`src/rtl/dsp_io_bank.sv`:
```
// Converter-side sample banks swapped on frame_sync, with a DSP read/write port.
// DSP writes are saturated to converter width; errors are reported as sticky flags.
module dsp_io_bank #(
    parameter int NUM_CHANNELS = 8,
    parameter int IO_WIDTH     = 24,
    parameter int DATA_WIDTH   = 36,
    parameter int ADDR_WIDTH   = 10
) (
    input  logic                             clk,
    input  logic                             reset,
    input  logic                             frame_sync,
    input  logic [NUM_CHANNELS*IO_WIDTH-1:0] audio_in,
    output logic [NUM_CHANNELS*IO_WIDTH-1:0] audio_out,
    input  logic                             rd_en,
    input  logic [ADDR_WIDTH-1:0]            rd_addr,
    output logic [DATA_WIDTH-1:0]            rd_data,
    output logic                             rd_valid,
    input  logic                             wr_en,
    input  logic [ADDR_WIDTH-1:0]            wr_addr,
    input  logic [DATA_WIDTH-1:0]            wr_data,
    output logic [NUM_CHANNELS-1:0]          clip,
    output logic                             underrun,
    output logic                             addr_err,
    input  logic                             err_clear,
    output logic [15:0]                      frame_count
);
    localparam int IDX_W = (NUM_CHANNELS > 1) ? $clog2(NUM_CHANNELS) : 1;
    localparam logic [ADDR_WIDTH:0]   NCH_LIM = (ADDR_WIDTH+1)'(NUM_CHANNELS);
    localparam logic [IO_WIDTH-1:0]   SAT_MAX = {1'b0, {(IO_WIDTH-1){1'b1}}};
    localparam logic [IO_WIDTH-1:0]   SAT_MIN = {1'b1, {(IO_WIDTH-1){1'b0}}};

    typedef logic [NUM_CHANNELS-1:0][IO_WIDTH-1:0] bank_t;

    bank_t                   in_bank_q, in_bank_d;
    bank_t                   out_shadow_q, out_shadow_d;
    bank_t                   audio_out_q, audio_out_d;
    logic [NUM_CHANNELS-1:0] written_q, written_d;
    logic [NUM_CHANNELS-1:0] clip_q, clip_d;
    logic                    primed_q, primed_d;
    logic                    underrun_q, underrun_d;
    logic                    addr_err_q, addr_err_d;
    logic [15:0]             frame_count_q, frame_count_d;
    logic [DATA_WIDTH-1:0]   rd_data_q, rd_data_d;
    logic                    rd_valid_q, rd_valid_d;

    logic                         rd_ok, wr_ok, wr_sat_hit;
    logic [IDX_W-1:0]             rd_idx, wr_idx;
    logic [IO_WIDTH-1:0]          rd_sample, wr_sample;
    logic [DATA_WIDTH-IO_WIDTH:0] wr_upper;

    assign rd_ok     = ({1'b0, rd_addr} < NCH_LIM);
    assign wr_ok     = ({1'b0, wr_addr} < NCH_LIM);
    assign rd_idx    = rd_addr[IDX_W-1:0];
    assign wr_idx    = wr_addr[IDX_W-1:0];
    assign rd_sample = in_bank_q[rd_idx];

    // The value fits iff every bit from the IO sign bit upward agrees.
    assign wr_upper   = wr_data[DATA_WIDTH-1:IO_WIDTH-1];
    assign wr_sat_hit = !((&wr_upper) || !(|wr_upper));
    assign wr_sample  = !wr_sat_hit ? wr_data[IO_WIDTH-1:0]
                                    : (wr_data[DATA_WIDTH-1] ? SAT_MIN : SAT_MAX);

    always_comb begin
        in_bank_d     = in_bank_q;
        out_shadow_d  = out_shadow_q;
        audio_out_d   = audio_out_q;
        written_d     = written_q;
        primed_d      = primed_q;
        frame_count_d = frame_count_q;
        rd_data_d     = rd_data_q;
        rd_valid_d    = rd_en;
        clip_d        = err_clear ? '0 : clip_q;
        addr_err_d    = (err_clear ? 1'b0 : addr_err_q)
                        | (rd_en & ~rd_ok) | (wr_en & ~wr_ok);
        underrun_d    = (err_clear ? 1'b0 : underrun_q)
                        | (frame_sync & primed_q & ~(&written_q));

        if (rd_en) begin
            rd_data_d = rd_ok ? {{(DATA_WIDTH-IO_WIDTH){rd_sample[IO_WIDTH-1]}}, rd_sample}
                              : '0;
        end

        if (frame_sync) begin
            in_bank_d     = audio_in;
            audio_out_d   = out_shadow_q;
            written_d     = '0;
            primed_d      = 1'b1;
            frame_count_d = frame_count_q + 16'd1;
        end

        // Applied after the frame swap so a coincident write lands in the fresh mask.
        if (wr_en && wr_ok) begin
            out_shadow_d[wr_idx] = wr_sample;
            written_d[wr_idx]    = 1'b1;
            if (wr_sat_hit) begin
                clip_d[wr_idx] = 1'b1;
            end
        end
    end

    always_ff @(posedge clk) begin
        if (reset) begin
            in_bank_q     <= '0;
            out_shadow_q  <= '0;
            audio_out_q   <= '0;
            written_q     <= '0;
            primed_q      <= 1'b0;
            frame_count_q <= '0;
            rd_data_q     <= '0;
            rd_valid_q    <= 1'b0;
            clip_q        <= '0;
            underrun_q    <= 1'b0;
            addr_err_q    <= 1'b0;
        end else begin
            in_bank_q     <= in_bank_d;
            out_shadow_q  <= out_shadow_d;
            audio_out_q   <= audio_out_d;
            written_q     <= written_d;
            primed_q      <= primed_d;
            frame_count_q <= frame_count_d;
            rd_data_q     <= rd_data_d;
            rd_valid_q    <= rd_valid_d;
            clip_q        <= clip_d;
            underrun_q    <= underrun_d;
            addr_err_q    <= addr_err_d;
        end
    end

    assign audio_out   = audio_out_q;
    assign rd_data     = rd_data_q;
    assign rd_valid    = rd_valid_q;
    assign clip        = clip_q;
    assign underrun    = underrun_q;
    assign addr_err    = addr_err_q;
    assign frame_count = frame_count_q;

endmodule

```
`config.mk`:
```
export PLATFORM = sky130hd
export DESIGN_NAME = dsp_io_bank
export DESIGN_NICKNAME = d
export VERILOG_FILES = /design/src/rtl/dsp_io_bank.sv
export SDC_FILE = /design/constraint.sdc
export NUM_CORES = 1
export LEC_CHECK = 0
export BUFFER_PORTS_ARGS = -buffer_cell sky130_fd_sc_hd__clkbuf_2
export CAP_MARGIN = 20
export CORE_ASPECT_RATIO = 1.25
export CORE_MARGIN = 2
export CORE_UTILIZATION = 40
export DETAILED_ROUTE_END_ITERATION = 6
export PLACE_DENSITY = 0.71
export SLEW_MARGIN = 5
export SYNTH_ARGS = -nofsm -noshare
export SYNTH_HDL_FRONTEND = slang
export SYNTH_SLANG_ARGS = --single-unit
```
`constraint.sdc`:
```
create_clock -name clk -period 2.94 [get_ports clk]
set_input_delay 0.588 -clock clk [delete_from_list [all_inputs] [get_ports clk]]
set_output_delay 0.588 -clock clk [all_outputs]
set_load 0.03 [all_outputs]
```
Word-level counts from Yosys, hierarchy flattened
Index checks and enable logic that the tools add are counted.
{ "totals": {"output_inout_bits": 255, "inputBits": 254, "word_cells": 74, "register_bits": 648} }
{ "classes": {"order_cmp": 5, "addsub": 1, "n_mux": 17, "reduce_logical": 7, "n_bitwise": 12} }
{ "op_table": {"columns": ["operator", "count"], "rows": [
  ["192-bit bitwise mux", 1],
  ["24-bit two-way mux", 4],
  ["24-bit binary-select mux with 3-bit select", 1],
  ["24-bit demux with 3-bit select", 1],
  ["8-bit two-way mux", 5],
  ["36-bit two-way mux", 1],
  ["10-bit by 4-bit less-than comparator with 1-bit output, second input constant", 2],
  ["16-bit by 1-bit adder with 16-bit output, second input constant", 1],
  ["8-bit OR", 2],
  ["13-bit AND reduction", 1],
  ["13-bit OR reduction", 1],
  ["3-bit by 4-bit less-than comparator with 1-bit output, second input constant", 2],
  ["8-bit AND reduction", 1],
  ["1-bit bitwise AND", 4],
  ["1-bit demux with 3-bit select", 1],
  ["3-bit by 1-bit >= comparator with 1-bit output, second input constant", 1],
  ["1-bit two-way mux", 3],
  ["1-bit NOT", 3],
  ["1-bit OR", 3],
  ["1-bit logical AND", 2],
  ["1-bit zero test", 1],
  ["1-bit logical OR", 1]
]} }

Logic depth before layout (Yosys ltp)
{ "depth": {"ltp_word": 7, "mapped_depth": 8, "mapped_depth_nobuf": 5} }

Worst setup path before layout
No wires, ideal clock.
{ "synth_path": {"kind": "input to register", "startpoint": "input port wr_data[35]", "endpoint": "register out_shadow_q[24] (netlist bit)", "t_arrival_ns": 2.146, "required_time_ns": 2.818, "path_slack_ns": 0.672, "setup_time_ns": 0.122, "cell_stages": 8, "cell_sequence": "buf_4 nand4_1 or4_4 and2_1 buf_6 buf_6 buf_6 o311a_1"} }
{ "synth_via": {"elab_chain_cells": 5} }
{ "synth_lines": {"columns": ["item", "line_no", "rtl"], "rows": [
  ["start: declaration", "20", "input logic [DATA_WIDTH-1:0] wr_data,"],
  ["13-bit OR reduction", "59", "assign wr_sat_hit = !((&wr_upper) || !(|wr_upper));"],
  ["1-bit zero test", "59", null],
  ["1-bit logical OR", "59", null],
  ["24-bit two-way mux (*)", "60", "assign wr_sample = !wr_sat_hit ? wr_data[IO_WIDTH-1:0]"],
  ["192-bit bitwise mux (*)", "93", "out_shadow_d[wr_idx] = wr_sample;"],
  ["end signal: assignment", "116", "out_shadow_q <= out_shadow_d;"],
  ["end: declaration", "35", "bank_t out_shadow_q, out_shadow_d;"]
]} }
Every way passes the cells marked *; elsewhere a longest branch is shown, timed or not.
A chain may end at the register's enable or synchronous reset.

==> flow_results.org <==
** Status
- Outcome :: finished, final reports clean

** STA
- The smallest clock period supported by the final layout is computed as 2.18 ns.
- Count of endpoints failing setup in the final report :: 0
- Final setup skew :: 0.0210 ns
- The final-report hold violation count was 0.
- After layout, the worst path uses 74.0% of the clock period.
- For the final routed database, the setup TNS stands at 0 ns.
- RSZ-0062 raised after global routing :: false
- The final max-slew violation count was 0.
- Worst Max-Slew Pin Slew :: 0.940 ns
- Top achievable clock speed :: 0.460 GHz
- Worst relative slew slack :: 37.3%

** Synth
- Count of distinct cell types in the synthesized netlist :: 36
- Sequential share of the synthesized area :: 50.8%
- Total number of yosys warnings :: 0
- After synthesis the cells add up to 25100 um^2.
- In this run, synthesis produced a sequential element count of 636.
- Number of nets in the synthesized netlist :: 2765
- After technology mapping, the gate count stands at 2510.
- Syn_area_per_cell :: 9.99 um^2

** Power and ir drop
- Maximum vdd drop :: 0.000461 V
- Combinational logic is responsible for 6.7% of the overall power.
- Relative contribution of the clock network to total power :: 44.7%
- The analysis attributes to cell leakage a power of 13.1 nW.
- Dividing total power by cell area gives a power density of 602 nW/um^2.
- Fraction of power spent switching nets :: 23.5%
- The internal portion of the total power is 14.0 mW.
- For this design the total switching power over the nets is 4.29 mW.
- Registers are responsible for 48.6% of the overall power.

** Cells and area
- In the final layout, flip-flops and latches occupy 12700 um^2.
- The multi-input combinational cells in the finished layout cover a total of 10700 um^2.
- After routing the design area is 30300 um^2.
- Fill cells in the final layout number 5741.
- The area growth from synthesis to layout is 21.0%.
- After the last flow step, the layout net total stands at 3142.
- Fraction of final layout cells with drive strength greater than 1 :: 24.7%

** Worst hold path
- Hold/Removal Path Class :: in -> reg

** Global route
- First-pass GRT wire length :: 113000 um
- Global routing usage summed across all routing layers :: 22.5%
- Vias in the first global route :: 18.3k
- Entering global routing, the biggest net connects 103 pins.
- For this run the aggregate overflow at the end of global routing stands at 0.
- The number of antenna violations at the first check in global routing was 1.

** Critical path
- Number of buffers and inverters on the critical path :: 1
- Chain of cells forming the critical path :: clkbuf_2
- Along the worst path, the maximum fanout reaches 14.
- On the critical path the largest part of the delay comes from flip-flops.
- Cell at the slowest stage of the critical path :: sky130_fd_sc_hd__dfxtp_1
- Critical Path RT :: 2.35 ns
- Largest stage delay, worst path :: 0.66 ns
- Worst Path Arrival :: 1.59 ns
- The critical path is of the reg -> out type.
- The worst setup path is captured at an output port.
- Worst Setup Start Kind :: flop

** Placement
- In this run the cell area measured after placement is 28300 um^2.
- Number of port buffers :: 508
- GP Congestion :: 0.856
- After legalization and detailed placement, the total HPWL measured 53500 um.

** Clocking
- Post-CTS timing repair inserted 0 buffers for setup.
- TritonCTS built the clock tree.
- Maximum count of clock buffers along a single path :: 3
- The root buffer cell chosen for the clock tree is sky130_fd_sc_hd__clkbuf_16.
- The clock reaches the later pin of the worst-skew pair after 0.62 ns.
- Number of clock sinks seen by CTS :: 636
- Total CTS buffers :: 61
- Number of H-tree levels :: 2
- In this run, post-CTS repair resized a total of 0 instances.
- Clock transition at path regs :: 0.07 ns
- For this design, the CTS-stage hold fixing added 0 buffers.

** Route
- Number of iterations in the first detailed-routing pass :: 6
- The detail route stage leaves a number of antenna-violating nets equal to 0.
- For this block, the initial DRC count from the detailed router was 1636.
- Vias/cell :: 5.21
- For this run, design rule violations remaining after detail routing come to 0.
- Dividing the detail-routed wire length by the instance count gives 20.3 um.
- Vias :: 19.6k
- The final layout contains routed wiring with a total length of 76400 um.

** Floorplanning
- Row generation in the floorplan step produced 102 rows.
- The die is 284 um tall.
- The floorplan step defined a core boundary enclosing 62000 um^2.
- The die covers 64700 um^2.
- Initial cell density of the core :: 40.4%
- Number of ports placed on the die boundary :: 509
- Horiz. Die Dim :: 228 um

** Run
- Max_cap viols :: 0
cell type report:
class | count | share of cell area [%]
diodes | 2 | 0.0165
clock buffers | 79 | 5.68
clock inverters | 29 | 1.18
inverters | 164 | 2.03
multi-input cells | 1459 | 35.1
flip-flops and latches | 636 | 42.0
well taps | 832 | 3.43
repair buffers | 565 | 10.6
power groups by stage:
stage / Sequential [mW] / Clock, mW / Combinational, mW
final: 8.88 / 8.16 / 1.22
after global routing: 8.89 / 8.67 / 1.30
after CTS: 8.88 / 8.32 / 1.22
after detailed placement: 9.07 / 0 / 1.22
after global placement: 9.06 / 0 / 1.21
after floorplan: 9.04 / 0 / 0.728
registers in the layout, indices dropped and copies added, names as in the netlist:
register      count
rd_data          24
frame_count      16
audio_out       192
clip              8
addr_err          1
in_bank_q       192
primed_q          1
out_shadow_q    192
rd_valid          1
written_q         8
underrun          1
cells by family (layout without fill, tap and decap cells):
logic type | Yosys count | after routing | share of synthesized area, %
flops | 636 | 636 | 50.8
simple gates | 588 | 588 | 9.85
mux | 457 | 457 | 20.6
buf+inv | 415 | 837 | 6.79
compound gates | 400 | 400 | 11.5
xor+xnor | 13 | 13 | 0.454
fa+ha+maj | 1 | 1 | 0.0499
other cells | 0 | 2 | 0
layer usage:
metal / share of wire (%) / vias to the layer above / global-route usage [%]
li1: - / 9492 / -
met1: 41 / 9254 / 28.1
met2: 48 / 768 / 38.3
met3: 7.4 / 123 / 4.29
met4: 4.0 / 0 / 8.91
met5: 0 / - / 0
path summary, 6_finish.rpt:
kind | startpoint | to | slack [ns] | cells after the start
worst max-delay path | rd_data[34] | rd_data[31] | 0.76 | 1
worst min-delay path | audio_in[138] | in_bank_q[138] | 0.19 | 3
worst max register to register | frame_count[3] | frame_count[14] | 1.39 | 4
worst min register to register | rd_data[10] | rd_data[10] | 0.45 | 2
Yosys cell counts, drive strengths merged:
cell type	n	share of area, %
o211ai	1	0.030
or3	2	0.050
nor3b	1	0.030
mux4	48	4.3
xor2	4	0.14
nand2b	8	0.20
nand4	17	0.42
or4	1	0.045
inv	163	2.4
a211oi	23	0.69
nor2b	1	0.025
nor4	32	0.85
nand2	57	0.85
nor4b	1	0.060
and2	1	0.025
o21ai	26	0.52
nor2	426	6.4
clkbuf	142	2.1
mux2i	409	16
ha	1	0.050
dfxtp	636	51
and3	10	0.25
o311a	161	6.4
clkinv	1	0.015
and3b	2	0.070
nand3	21	0.42
and4	1	0.035
a21oi	188	3.8
buf	109	2.2
xnor2	9	0.31
a222oi	1	0.040
nor3	7	0.14
cell usage in the layout (no fill, tap or decap), types with 4 or more instances in the layout:
cell type / netlist / layout
sky130_fd_sc_hd__nor3_1: 7 / 7
sky130_fd_sc_hd__mux2i_1: 409 / 409
sky130_fd_sc_hd__clkinv_2: 0 / 10
sky130_fd_sc_hd__clkbuf_16: 0 / 61
sky130_fd_sc_hd__xnor2_1: 9 / 9
sky130_fd_sc_hd__clkbuf_8: 0 / 13
sky130_fd_sc_hd__bufinv_16: 0 / 6
sky130_fd_sc_hd__nand2_1: 57 / 57
sky130_fd_sc_hd__xor2_1: 4 / 4
sky130_fd_sc_hd__mux4_2: 48 / 48
sky130_fd_sc_hd__nor2_1: 426 / 425
sky130_fd_sc_hd__nand4_1: 17 / 17
sky130_fd_sc_hd__and3_1: 10 / 10
sky130_fd_sc_hd__o21ai_0: 26 / 26
sky130_fd_sc_hd__nand2b_1: 8 / 8
sky130_fd_sc_hd__nand3_1: 21 / 19
sky130_fd_sc_hd__buf_12: 0 / 17
sky130_fd_sc_hd__a211oi_1: 23 / 23
sky130_fd_sc_hd__clkbuf_2: 0 / 505
sky130_fd_sc_hd__dfxtp_1: 636 / 636
sky130_fd_sc_hd__clkbuf_1: 142 / 5
sky130_fd_sc_hd__o311a_1: 161 / 161
sky130_fd_sc_hd__a21oi_1: 188 / 188
sky130_fd_sc_hd__buf_4: 13 / 41
sky130_fd_sc_hd__nor4_1: 30 / 30
sky130_fd_sc_hd__clkinvlp_4: 0 / 8
sky130_fd_sc_hd__inv_1: 163 / 163
stage by stage:
step | setup WS [ns] | cells | hold WS [ns] | util, % | total power [mW]
after detailed placement | 0.377 | 3656 | 0.441 | 45.6 | 10.3
after global routing | 0.657 | 3764 | 0.181 | 48.9 | 18.9
after CTS | 0.701 | 3764 | 0.142 | 48.9 | 18.4
after global placement | 0.384 | 3656 | 0.433 | 45.6 | 10.3
final | 0.764 | 3766 | 0.192 | 48.9 | 18.3
after floorplan | 0.672 | 2510 | 0.435 | - | 9.77
Note: power is estimated with default switching activity, not from simulation.
